## config.mk

```make
export PLATFORM = sky130hd
export DESIGN_NAME = ex_stage
export DESIGN_NICKNAME = d
export VERILOG_FILES = /design/src/rtl/ex_stage.sv
export SDC_FILE = /design/constraint.sdc
export NUM_CORES = 1
export LEC_CHECK = 0
export CORE_MARGIN = 4
export CORE_UTILIZATION = 40
export CTS_BUF_LIST = sky130_fd_sc_hd__clkbuf_8 sky130_fd_sc_hd__clkbuf_16
export CTS_CLUSTER_DIAMETER = 30
export DETAILED_ROUTE_END_ITERATION = 6
export PLACE_DENSITY = 0.65
export SLEW_MARGIN = 20
export SYNTH_ARGS = -nofsm -noshare
export SYNTH_HDL_FRONTEND = slang
export SYNTH_SLANG_ARGS = --single-unit
```

## constraint.sdc

```tcl
create_clock -name clk -period 5.2 [get_ports clk]
set_input_delay 1.04 -clock clk [delete_from_list [all_inputs] [get_ports clk]]
set_output_delay 1.04 -clock clk [all_outputs]
set_load 0.05 [all_outputs]
```

## src/rtl/ex_stage.sv

```systemverilog
// Execute stage: single-cycle ALU, load/store address generation and an
// optional iterative shift-add multiplier with a decode stall.
// Build option: define EX_MUL_EN to build the multiplier. Without it, op 1010
// is treated as undefined and ex_busy is tied low.
module ex_stage (
  input  logic         clk,
  input  logic         reset,
  input  logic         over,
  input  logic [105:0] idbus,
  output logic [73:0]  exbus,
  output logic [4:0]   ex_dst,
  output logic [32:0]  ex_bypass,
  output logic         ex_busy
);

  localparam int unsigned XLEN  = 32;
  localparam int unsigned OP_W  = 4;
  localparam int unsigned DST_W = 5;
  localparam int unsigned BUS_W = 1 + OP_W + DST_W + XLEN + XLEN;

  localparam logic [OP_W-1:0] OP_ADD   = 4'b0000;
  localparam logic [OP_W-1:0] OP_SUB   = 4'b0001;
  localparam logic [OP_W-1:0] OP_AND   = 4'b0010;
  localparam logic [OP_W-1:0] OP_OR    = 4'b0011;
  localparam logic [OP_W-1:0] OP_XOR   = 4'b0100;
  localparam logic [OP_W-1:0] OP_SLL   = 4'b0101;
  localparam logic [OP_W-1:0] OP_SRL   = 4'b0110;
  localparam logic [OP_W-1:0] OP_SLT   = 4'b0111;
  localparam logic [OP_W-1:0] OP_LOAD  = 4'b1000;
  localparam logic [OP_W-1:0] OP_STORE = 4'b1001;

  logic             id_valid;
  logic [OP_W-1:0]  id_op;
  logic [DST_W-1:0] id_dst;
  logic [XLEN-1:0]  id_srca;
  logic [XLEN-1:0]  id_srcb;
  logic [XLEN-1:0]  id_stval;

  assign id_valid = idbus[105];
  assign id_op    = idbus[104:101];
  assign id_dst   = idbus[100:96];
  assign id_srca  = idbus[95:64];
  assign id_srcb  = idbus[63:32];
  assign id_stval = idbus[31:0];

  logic [XLEN-1:0]  alu_res;
  logic             alu_op_ok;
  logic [BUS_W-1:0] alu_bus;
  logic [32:0]      alu_byp;
  logic [BUS_W-1:0] exbus_q;
  logic [BUS_W-1:0] exbus_d;

  // Single-cycle ALU result; undefined ops produce zero
  always_comb begin
    alu_res = '0;
    case (id_op)
      OP_ADD:   alu_res = id_srca + id_srcb;
      OP_SUB:   alu_res = id_srca - id_srcb;
      OP_AND:   alu_res = id_srca & id_srcb;
      OP_OR:    alu_res = id_srca | id_srcb;
      OP_XOR:   alu_res = id_srca ^ id_srcb;
      OP_SLL:   alu_res = id_srca << id_srcb[4:0];
      OP_SRL:   alu_res = id_srca >> id_srcb[4:0];
      OP_SLT:   alu_res = {{(XLEN-1){1'b0}}, ($signed(id_srca) < $signed(id_srcb))};
      OP_LOAD:  alu_res = id_srca + id_srcb;
      OP_STORE: alu_res = id_srca + id_srcb;
      default:  alu_res = '0;
    endcase
  end

  assign alu_op_ok = id_valid && (id_op <= OP_STORE);
  assign alu_bus   = alu_op_ok ? {1'b1, id_op, id_dst, alu_res,
                                  (id_op == OP_STORE) ? id_stval : {XLEN{1'b0}}}
                               : {BUS_W{1'b0}};
  // Only register-writing ALU ops (op[3] = 0) are forwardable
  assign alu_byp   = (id_valid && !id_op[3]) ? {1'b1, alu_res} : 33'b0;

`ifdef EX_MUL_EN
  localparam int unsigned MUL_CYCLES = 32;
  localparam int unsigned CNT_W      = $clog2(MUL_CYCLES);
  localparam logic [OP_W-1:0] OP_MUL = 4'b1010;

  typedef enum logic {S_IDLE = 1'b0, S_RUN = 1'b1} state_e;

  state_e           state_q, state_d;
  logic [CNT_W-1:0] cnt_q, cnt_d;
  logic [XLEN-1:0]  acc_q, acc_d;
  logic [XLEN-1:0]  a_q, a_d;
  logic [XLEN-1:0]  b_q, b_d;
  logic [DST_W-1:0] dst_q, dst_d;
  logic             mul_req;
  logic             mul_last;
  logic [XLEN-1:0]  acc_next;

  assign mul_req  = id_valid && (id_op == OP_MUL);
  assign mul_last = (cnt_q == CNT_W'(MUL_CYCLES - 1));
  assign acc_next = acc_q + (b_q[0] ? a_q : {XLEN{1'b0}});

  // State and multiplier registers; reset wins over the freeze
  always_ff @(posedge clk) begin
    if (reset) begin
      state_q <= S_IDLE;
      cnt_q   <= '0;
      acc_q   <= '0;
      a_q     <= '0;
      b_q     <= '0;
      dst_q   <= '0;
    end else if (!over) begin
      state_q <= state_d;
      cnt_q   <= cnt_d;
      acc_q   <= acc_d;
      a_q     <= a_d;
      b_q     <= b_d;
      dst_q   <= dst_d;
    end
  end

  // Next state and one shift-add iteration per RUN cycle
  always_comb begin
    state_d = state_q;
    cnt_d   = cnt_q;
    acc_d   = acc_q;
    a_d     = a_q;
    b_d     = b_q;
    dst_d   = dst_q;
    case (state_q)
      S_IDLE: begin
        if (mul_req) begin
          state_d = S_RUN;
          cnt_d   = '0;
          acc_d   = '0;
          a_d     = id_srca;
          b_d     = id_srcb;
          dst_d   = id_dst;
        end
      end
      S_RUN: begin
        acc_d = acc_next;
        a_d   = a_q << 1;
        b_d   = b_q >> 1;
        cnt_d = cnt_q + CNT_W'(1);
        if (mul_last) state_d = S_IDLE;
      end
      default: state_d = S_IDLE;
    endcase
  end

  // Outputs; the finished product is re-encoded as ADD for forwarding downstream
  always_comb begin
    exbus_d   = '0;
    ex_busy   = 1'b0;
    ex_dst    = '0;
    ex_bypass = '0;
    case (state_q)
      S_IDLE: begin
        exbus_d   = alu_bus;
        ex_busy   = mul_req;
        ex_dst    = id_valid ? id_dst : {DST_W{1'b0}};
        ex_bypass = alu_byp;
      end
      S_RUN: begin
        ex_busy = !mul_last;
        ex_dst  = dst_q;
        if (mul_last) exbus_d = {1'b1, OP_ADD, dst_q, acc_next, {XLEN{1'b0}}};
      end
      default: ;
    endcase
  end
`else
  // Outputs without the multiplier: the stage never stalls
  always_comb begin
    exbus_d   = alu_bus;
    ex_busy   = 1'b0;
    ex_dst    = id_valid ? id_dst : {DST_W{1'b0}};
    ex_bypass = alu_byp;
  end
`endif

  // Registered result bus toward mem_stage
  always_ff @(posedge clk) begin
    if (reset)      exbus_q <= '0;
    else if (!over) exbus_q <= exbus_d;
  end

  assign exbus = exbus_q;

endmodule

```

==> results.md, run 1 <==
- Type of the worst setup path: input pin to primary output
- Die Footprint: between 0.03 and 0.04 mm^2
- Share of flip-flops with an asynchronous set or reset: 0%
- Die X: about 180 um
- Maximum number of pins on one net before global-route repair: slightly above 60
- Initial antenna violation count: 1
- Final antenna-violating net count: 0
- Overall via count from detail_route: 14700
- Number of register bits inferred by synthesis: between 70 and 80
- Master cell of the clock root buffer: sky130_fd_sc_hd__clkbuf_16
- Largest register FFs: 74
- WL per Instance: 24.9 um
- Unrepaired setup endpoints after global routing: true
- Num rows: 61
- Area contributors post-synth: sky130_fd_sc_hd__dfxtp_1 13%, sky130_fd_sc_hd__ha_1 11%, sky130_fd_sc_hd__nor2_1 6.9%, sky130_fd_sc_hd__mux2i_1 6.3%, sky130_fd_sc_hd__a21oi_1 5.9%
- All-layer global routing usage: about 36%
- Number of top-level design ports: between 200 and 250
- Via count of the first global-routing pass: between 10000 and 15000
- Clock tree from TritonCTS: yes
- Detailed-route wire length: a little under 60000 um
- Hold Slack: between 0.4 and 0.5 ns
- Worst-case clock skew: 0 ns
- Part of the power in registers: about a fifth
- Via-to-Cell Ratio: 6.12
- Clock transition at the registers of the reported paths: around 0.060 ns
- Combinational share of power: ~58%
- Top_reg_cell synth: sky130_fd_sc_hd__dfxtp_1
- Final Max Slew Viols: 0
- Worst max-slew margin expressed relative to the limit: between 30% and 40%
- Highest-count cells in the layout ignoring fill and taps: 309 x sky130_fd_sc_hd__buf_4, 193 x sky130_fd_sc_hd__nor2_1, 164 x sky130_fd_sc_hd__clkdlybuf4s50_1, 122 x sky130_fd_sc_hd__a21oi_1, 121 x sky130_fd_sc_hd__nand2_1
- Layout cells sized above 1: between 20% and 30%
- Power per cell area: 176 mW/mm^2
- First-pass GRT wire length: 86800 um
- Max frequency: 194 MHz
- Critical path fanouts, max: 4
- CP endpoint kind: primary output
- Syn Std Cell Area: 0.0115 mm^2
- Final instance count without filler cells: 2397
- Final total power: just over 3 mW
- Clock period minus worst slack: between 5 and 6 ns
- Net Sw Frac: between 40% and 50%
- Clock network fraction of total power: roughly 23%
- Area Growth Syn to Fin: 51.1%
- Post-synthesis net count: 1803
- Placeable core region: between 0.02 and 0.03 mm^2
- Transition at the pin with the smallest max-transition slack: between 1 and 1.5 ns
- Buffers added on ports: between 200 and 250
- Data required, critical path: approximately 4.2 ns
- Final number of hold-violating endpoints: 0
- Iteration count of the initial detailed-routing pass: 6
- Cell type contributing the most total cell area after synthesis: sky130_fd_sc_hd__dfxtp_1
- Initial detailed-routing violation count: approximately 1600
- Non-Filler Cell Area, Final: between 0.015 and 0.02 mm^2
- Number of design rule violations left after detail routing: 0
- Tightest Hold Check Type: flop to flop
- Placed cell area: approximately 0.016 mm^2
- Post-Syn Area per Cell: 7.19 um^2
- EDFF count, synth: 0
- Insertion delay of the later-clocked pin in the worst-skew pair: 0.33 ns
- Sum of negative setup slack: 0 ns
- Outcome: finished, final reports clean
- Max IR drop VDD: approximately 0.16 mV
- Setup slack, reg-to-reg: 4.45 ns
- Leakage power: 7.34 nW
- CTS H-tree depth: 3
- Yosys warning total: 0
- Share of the synthesized area in the top cell type: 12.9%
- Share of the yosys chip area belonging to registers: between 10 and 15%
- Psw: 1.28 mW
- Weighted congestion at the end of routability-driven global placement: 1.09
- Congestion Overflow GR: 0
- Number of sinks driven by the clock tree: 74
- Vertical extent of the die: about 180 um
- Reported max-cap violation count: 0
- Buffer depth of the longest clock path: 2
- Design internal power: approximately 1.8 mW
- Final period utilization: between 90% and 100%
- Most frequent standard cell in the layout excluding fill and tap cells: sky130_fd_sc_hd__buf_4
- Gate count after technology mapping: ~1600
- Post-placement cell count: 2364
- Critical Path Start Type: input pin
- Arrival time at the worst endpoint: 4.13 ns
- Total of endpoints with negative setup slack in the final report: 0
- CTS buffer count: 9
- Number of antenna repair diodes: 0
- Count of hold buffers inserted by post-cts repair: 0
- Initial cell density of the core: between 40% and 50%
- Post-layout net count: around 2200
- Post-DP HPWL: roughly 49000 um
- Library cells used by synthesis: about 90
-- Yosys cell counts (6+ instances only) --
library cell,count
sky130_fd_sc_hd__buf_1,12
sky130_fd_sc_hd__nor3_1,38
sky130_fd_sc_hd__and3_1,6
sky130_fd_sc_hd__o21ai_0,87
sky130_fd_sc_hd__nand2b_1,14
sky130_fd_sc_hd__o21ai_1,20
sky130_fd_sc_hd__a21o_1,21
sky130_fd_sc_hd__a221o_1,8
sky130_fd_sc_hd__a31oi_1,11
sky130_fd_sc_hd__a21oi_1,135
sky130_fd_sc_hd__mux2i_1,72
sky130_fd_sc_hd__a222oi_1,7
sky130_fd_sc_hd__ha_1,97
sky130_fd_sc_hd__a22oi_1,49
sky130_fd_sc_hd__clkbuf_1,72
sky130_fd_sc_hd__dfxtp_1,74
sky130_fd_sc_hd__o21bai_1,8
sky130_fd_sc_hd__nor4_1,13
sky130_fd_sc_hd__nand3_1,34
sky130_fd_sc_hd__nor2b_1,14
sky130_fd_sc_hd__a211oi_1,32
sky130_fd_sc_hd__o31ai_1,16
sky130_fd_sc_hd__o211a_1,7
sky130_fd_sc_hd__mux2_2,21
sky130_fd_sc_hd__nand4_1,13
sky130_fd_sc_hd__inv_1,95
sky130_fd_sc_hd__nand2_1,122
sky130_fd_sc_hd__a221oi_1,14
sky130_fd_sc_hd__and2_1,21
sky130_fd_sc_hd__a22o_1,6
sky130_fd_sc_hd__buf_2,32
sky130_fd_sc_hd__mux2_4,8
sky130_fd_sc_hd__buf_6,7
sky130_fd_sc_hd__mux4_2,18
sky130_fd_sc_hd__o221ai_1,14
sky130_fd_sc_hd__a211o_1,8
sky130_fd_sc_hd__nor2_1,211
sky130_fd_sc_hd__xnor2_1,17
sky130_fd_sc_hd__or2_2,8
sky130_fd_sc_hd__o211ai_1,24
-- stage by stage --
| step | setup WS, ns | utilization (%) |
|---|---|---|
| 5_1_grt | -0.0554 | 61.9 |
| 3_3_place_gp | -0.292 | 57.6 |
| 4_1_cts | -0.00296 | 60.3 |
| 2_1_floorplan | 0.00622 | - |
| 6_report | 0.0333 | 61.9 |
| 3_5_place_dp | -0.330 | 57.6 |
-- path summary, 6_finish.rpt --
check | to | startpoint | cells past startpoint
worst max-delay path | ex_bypass[27] | idbus[74] | 16
worst min register to register | exbus[57] | exbus[57] | 2
worst min-delay path | exbus[57] | exbus[57] | 2
worst max register to register | exbus[45] | exbus[45] | 2
-- routing by layer --
| metal | wire (um) | track usage (%) | vias up |
|---|---|---|---|
| met3 | 5020 | 5.03 | 166 |
| met2 | 27300 | 59.4 | 823 |
| met1 | 22600 | 43.7 | 6976 |
| li1 | - | - | 6699 |
| met4 | 4650 | 24.4 | 2 |
| met5 | 11 | 0 | - |
-- what timing repair did --
| item | CTS | global route |
|---|---|---|
| gates cloned | 0 | 0 |
| pin swaps | 26 | 33 |
| buffers inserted | 9 | 8 |
| setup endpoints to repair | 19 | 22 |
| gates resized for setup | 80 | 82 |
-- layout make-up --
type                            count  area [um^2]
Multi-Input combinational cell   1297         9810
Sequential cell                    74         1480
Clock inverter                      6         97.6
Clock buffer                       10          239
Fill cell                        2579        10700
Tap cell                          378          473
Inverter                           98          369
Timing Repair Buffer              534         4850
-- power by group through the flow --
| stage | clock network, mW | logic [mW] | registers [mW] |
|---|---|---|---|
| 3_5_place_dp | 0 | 1.62 | 0.596 |
| 2_1_floorplan | 0 | 0.816 | 0.632 |
| 4_1_cts | 0.699 | 1.67 | 0.583 |
| 6_report | 0.689 | 1.77 | 0.583 |
| 3_3_place_gp | 0 | 1.61 | 0.595 |
| 5_1_grt | 0.722 | 1.85 | 0.584 |
-- cell families (layout without fill, tap and decap cells) --
group                      after synthesis  in the layout  share of synthesized area [%]
and+or+nand+nor                        520            520                           20.8
buffers and inverters                  224            648                           8.24
DFF                                     74             74                           12.9
adders and majority gates               99             99                           10.9
other                                    1              1                         0.0327
muxes                                  123            123                           13.4
xor gates and xnor gates                20             20                           1.53
AOI/OAI and AO/OA                      534            534                           32.1
-- worst max-delay path: stages --
cell and delay [ns]:
sky130_fd_sc_hd__dlygate4sd2_1 0.25, sky130_fd_sc_hd__inv_2 0.11, sky130_fd_sc_hd__ha_4 0.21, sky130_fd_sc_hd__or3_4 0.39, sky130_fd_sc_hd__or3_4 0.40, sky130_fd_sc_hd__buf_4 0.15, sky130_fd_sc_hd__a21oi_2 0.17, sky130_fd_sc_hd__o211ai_4 0.13
sky130_fd_sc_hd__a2111oi_4 0.32, sky130_fd_sc_hd__buf_4 0.19, sky130_fd_sc_hd__o31ai_4 0.07, sky130_fd_sc_hd__o41ai_2 0.09, sky130_fd_sc_hd__buf_4 0.20, sky130_fd_sc_hd__nand4_1 0.12, sky130_fd_sc_hd__nand3_2 0.14, sky130_fd_sc_hd__buf_12 0.14
Note: power is estimated with default switching activity, not from simulation.
==> run 2, diff against run 1 <==
--- a/config.mk
+++ b/config.mk
@@ -5,6 +5,7 @@
 export SDC_FILE = /design/constraint.sdc
 export NUM_CORES = 1
 export LEC_CHECK = 0
+export CORE_ASPECT_RATIO = 0.8
 export CORE_MARGIN = 4
 export CORE_UTILIZATION = 40
 export CTS_BUF_LIST = sky130_fd_sc_hd__clkbuf_8 sky130_fd_sc_hd__clkbuf_16
==> constraint.sdc (replaced) <==
create_clock -name clk -period 5.2 [get_ports clk]
set_input_delay 1.04 -clock clk [delete_from_list [all_inputs] [get_ports clk]]
set_output_delay 1.04 -clock clk [all_outputs]
set_load 0.01 [all_outputs]
==> results.md, run 2 (synthesized netlist as in run 1, its figures left out) <==
- Post-layout net count: about 2400
- Violations in the final reports: setup timing
- Insertion delay of the later-clocked pin in the worst-skew pair: between 0.3 and 0.4 ns
- Setup slack, reg-to-reg: roughly 4.4 ns
- Final number of hold-violating endpoints: 0
- Num rows: 55
- Iteration count of the initial detailed-routing pass: 6
- Largest register FFs: 74
- Initial cell density of the core: about two fifths
- Via count of the first global-routing pass: roughly 15000
- Detailed-route wire length: between 60000 and 70000 um
- Arrival time at the worst endpoint: roughly 5.6 ns
- Clock period minus worst slack: between 5 and 6 ns
- Congestion Overflow GR: 0
- Cell with the biggest individual delay on the critical path: sky130_fd_sc_hd__clkdlybuf4s50_1
- Number of antenna repair diodes: 0
- Type of the worst setup path: input pin to flop
- Overall via count from detail_route: between 15000 and 20000
- Total of endpoints with negative setup slack in the final report: 2
- Critical path fanouts, max: 10
- Initial antenna violation count: 3
- Most frequent standard cell in the layout excluding fill and tap cells: sky130_fd_sc_hd__buf_4
- Clock transition at the registers of the reported paths: ~0.060 ns
- WL per Instance: between 20 and 30 um
- CTS H-tree depth: 3
- First-pass GRT wire length: ~95000 um
- Clock tree from TritonCTS: yes
- Max frequency: approximately 190 MHz
- Critical Path Start Type: input pin
- Buffers added on ports: between 200 and 250
- Worst max-slew margin expressed relative to the limit: a little over a third
- Final period utilization: 102%
- Layout cells sized above 1: a little over a third
- Area Growth Syn to Fin: 64.5%
- Worst reg2reg startpoint: exbus[45]
- Via-to-Cell Ratio: between 6 and 7
- Worst-case clock skew: 0 ns
- Unrepaired setup endpoints after global routing: true
- Maximum number of pins on one net before global-route repair: 53
- Startpoint of the tightest hold check path: exbus[32]
- Max IR drop VDD: between 0.15 and 0.2 mV
- Leakage power: about 8.5 nW
- CP endpoint kind: flop
- End point of the most critical hold path: exbus[32]
- Post-DP HPWL: between 50000 and 60000 um
- Final Max Slew Viols: 0
- Weighted congestion at the end of routability-driven global placement: 1.09
- Final critical-path setup slack: -0.110 ns
- Transition at the pin with the smallest max-transition slack: between 0.9 and 1 ns
- Highest-count cells in the layout ignoring fill and taps: 496 x sky130_fd_sc_hd__buf_4, 206 x sky130_fd_sc_hd__nor2_1, 156 x sky130_fd_sc_hd__clkdlybuf4s50_1, 118 x sky130_fd_sc_hd__nand2_1, 115 x sky130_fd_sc_hd__a21oi_1
- All-layer global routing usage: about two fifths
- Minimum setup slack after placement: -0.749 ns
- Outcome: complete, but fails checks
- Master cell of the clock root buffer: sky130_fd_sc_hd__clkbuf_16
- Die Footprint: roughly 0.031 mm^2
- Worst reg-to-reg path cell count: 2
- Count of hold buffers inserted by post-cts repair: 0
- Hold-critical path depth: 2
- Number of top-level design ports: between 200 and 250
- Final antenna-violating net count: 0
- Data required, critical path: about 5.5 ns
- Tightest Hold Check Type: flop to flop
- Number of sinks driven by the clock tree: 74
- Number of design rule violations left after detail routing: 0
- Placed cell area: about 0.017 mm^2
- Buffer depth of the longest clock path: 2
- Max stage delay on crit path: ~0.50 ns
- Die X: between 150 and 200 um
- Cell family with most CP delay: buffers and inverters
- Power per cell area: 172 mW/mm^2
- Vertical extent of the die: about 160 um
- Cell repeated most along the worst path: sky130_fd_sc_hd__buf_4
- Worst path bufs/invs: 20
- Worst R2R End: exbus[45]
- Placeable core region: roughly 0.028 mm^2
- Reported max-cap violation count: 0
- CTS buffer count: 9
- Initial detailed-routing violation count: between 2000 and 2500
- Non-Filler Cell Area, Final: approximately 0.019 mm^2
[run 2: cell types whose count changed in the layout (fill, tap and decap cells not counted), sizes merged]
| cell | previous run | this run |
|---|---|---|
| clkinv | 3 | 2 |
| buf | 354 | 534 |
| inv | 99 | 98 |
| bufbuf | 0 | 1 |
| dlymetal6s2s | 7 | 18 |
| clkinvlp | 0 | 1 |
| clkbuf | 10 | 16 |
| bufinv | 2 | 3 |
| clkdlybuf4s50 | 164 | 156 |
| clkdlybuf4s15 | 1 | 3 |
| dlygate4sd2 | 8 | 22 |
[run 2: worst max-delay path by stage]
| stage | startpoint | endpoint | slack [ns] | cells after the start |
|---|---|---|---|---|
| after global placement | idbus[64] | ex_bypass[28] | -0.71 | 16 |
| after detailed placement | idbus[64] | ex_bypass[20] | -0.75 | 17 |
| final | idbus[79] | exbus[58] | -0.11 | 30 |
| after floorplan | idbus[34] | ex_bypass[30] | 0.08 | 15 |
| after CTS | idbus[64] | ex_bypass[20] | -0.02 | 16 |
| after global routing | idbus[79] | exbus[58] | -0.20 | 30 |
[run 2: per-stage QoR]
stage | TNS (ns) | hold slack [ns] | utilization, % | cells | power, mW
2_1_floorplan | 0 | 0.474 | - | 1595 | 1.36
3_3_place_gp | -10.94 | 0.434 | 60.6 | 2524 | 2.25
3_5_place_dp | -12.13 | 0.442 | 60.6 | 2524 | 2.26
4_1_cts | -0.0470 | 0.450 | 64.3 | 2569 | 3.10
5_1_grt | -0.440 | 0.477 | 66.7 | 2595 | 3.36
6_report | -0.118 | 0.446 | 66.7 | 2595 | 3.25
[run 2: layout make-up]
cell class | count | area [um^2]
fill | 2424 | 9420
clock inverter | 6 | 115
sequential | 74 | 1480
clock buffer | 9 | 225
timing repair buffer | 741 | 6230
inverter | 98 | 372
tap | 370 | 463
multi-input combinational | 1297 | 9970
[run 2: worst min-delay path, delay by kind of cell (launching register included)]
family           cells  cell delay (ns)
AND/OR/NAND/NOR      1             0.05
AO/OA/AOI/OAI        1             0.05
flip-flops           1             0.31
[run 2: routing by layer]
metal	global-route usage (%)	up-vias	routed length (um)
li1	-	7104	-
met1	59.3	7721	29000
met2	55.0	1045	26700
met3	11.6	130	8370
met4	9.14	4	1740
met5	0	-	27
[run 2: power by group]
group	leakage [nW]	switching [mW]	internal, mW
clock network	0.162	0.258	0.468
logic	7.72	1.04	0.897
registers	0.598	0.00516	0.577
total	8.48	1.31	1.94
[run 2: what timing repair did]
action                                  in CTS  in global routing
resized for setup                          165                142
buffers inserted                            29                 26
endpoints found under the setup margin      29                 28
cloned                                       1                  0
pin swaps                                   54                 65
==> run 3, diff against run 2 <==
--- a/config.mk
+++ b/config.mk
@@ -11,6 +11,7 @@
 export CTS_BUF_LIST = sky130_fd_sc_hd__clkbuf_8 sky130_fd_sc_hd__clkbuf_16
 export CTS_CLUSTER_DIAMETER = 30
 export DETAILED_ROUTE_END_ITERATION = 6
+export GPL_TIMING_DRIVEN = 1
 export PLACE_DENSITY = 0.65
 export SLEW_MARGIN = 20
 export SYNTH_ARGS = -nofsm -noshare
==> results of run 3 <==
No change in the layout: final DEF, timing and power equal those of run 2.
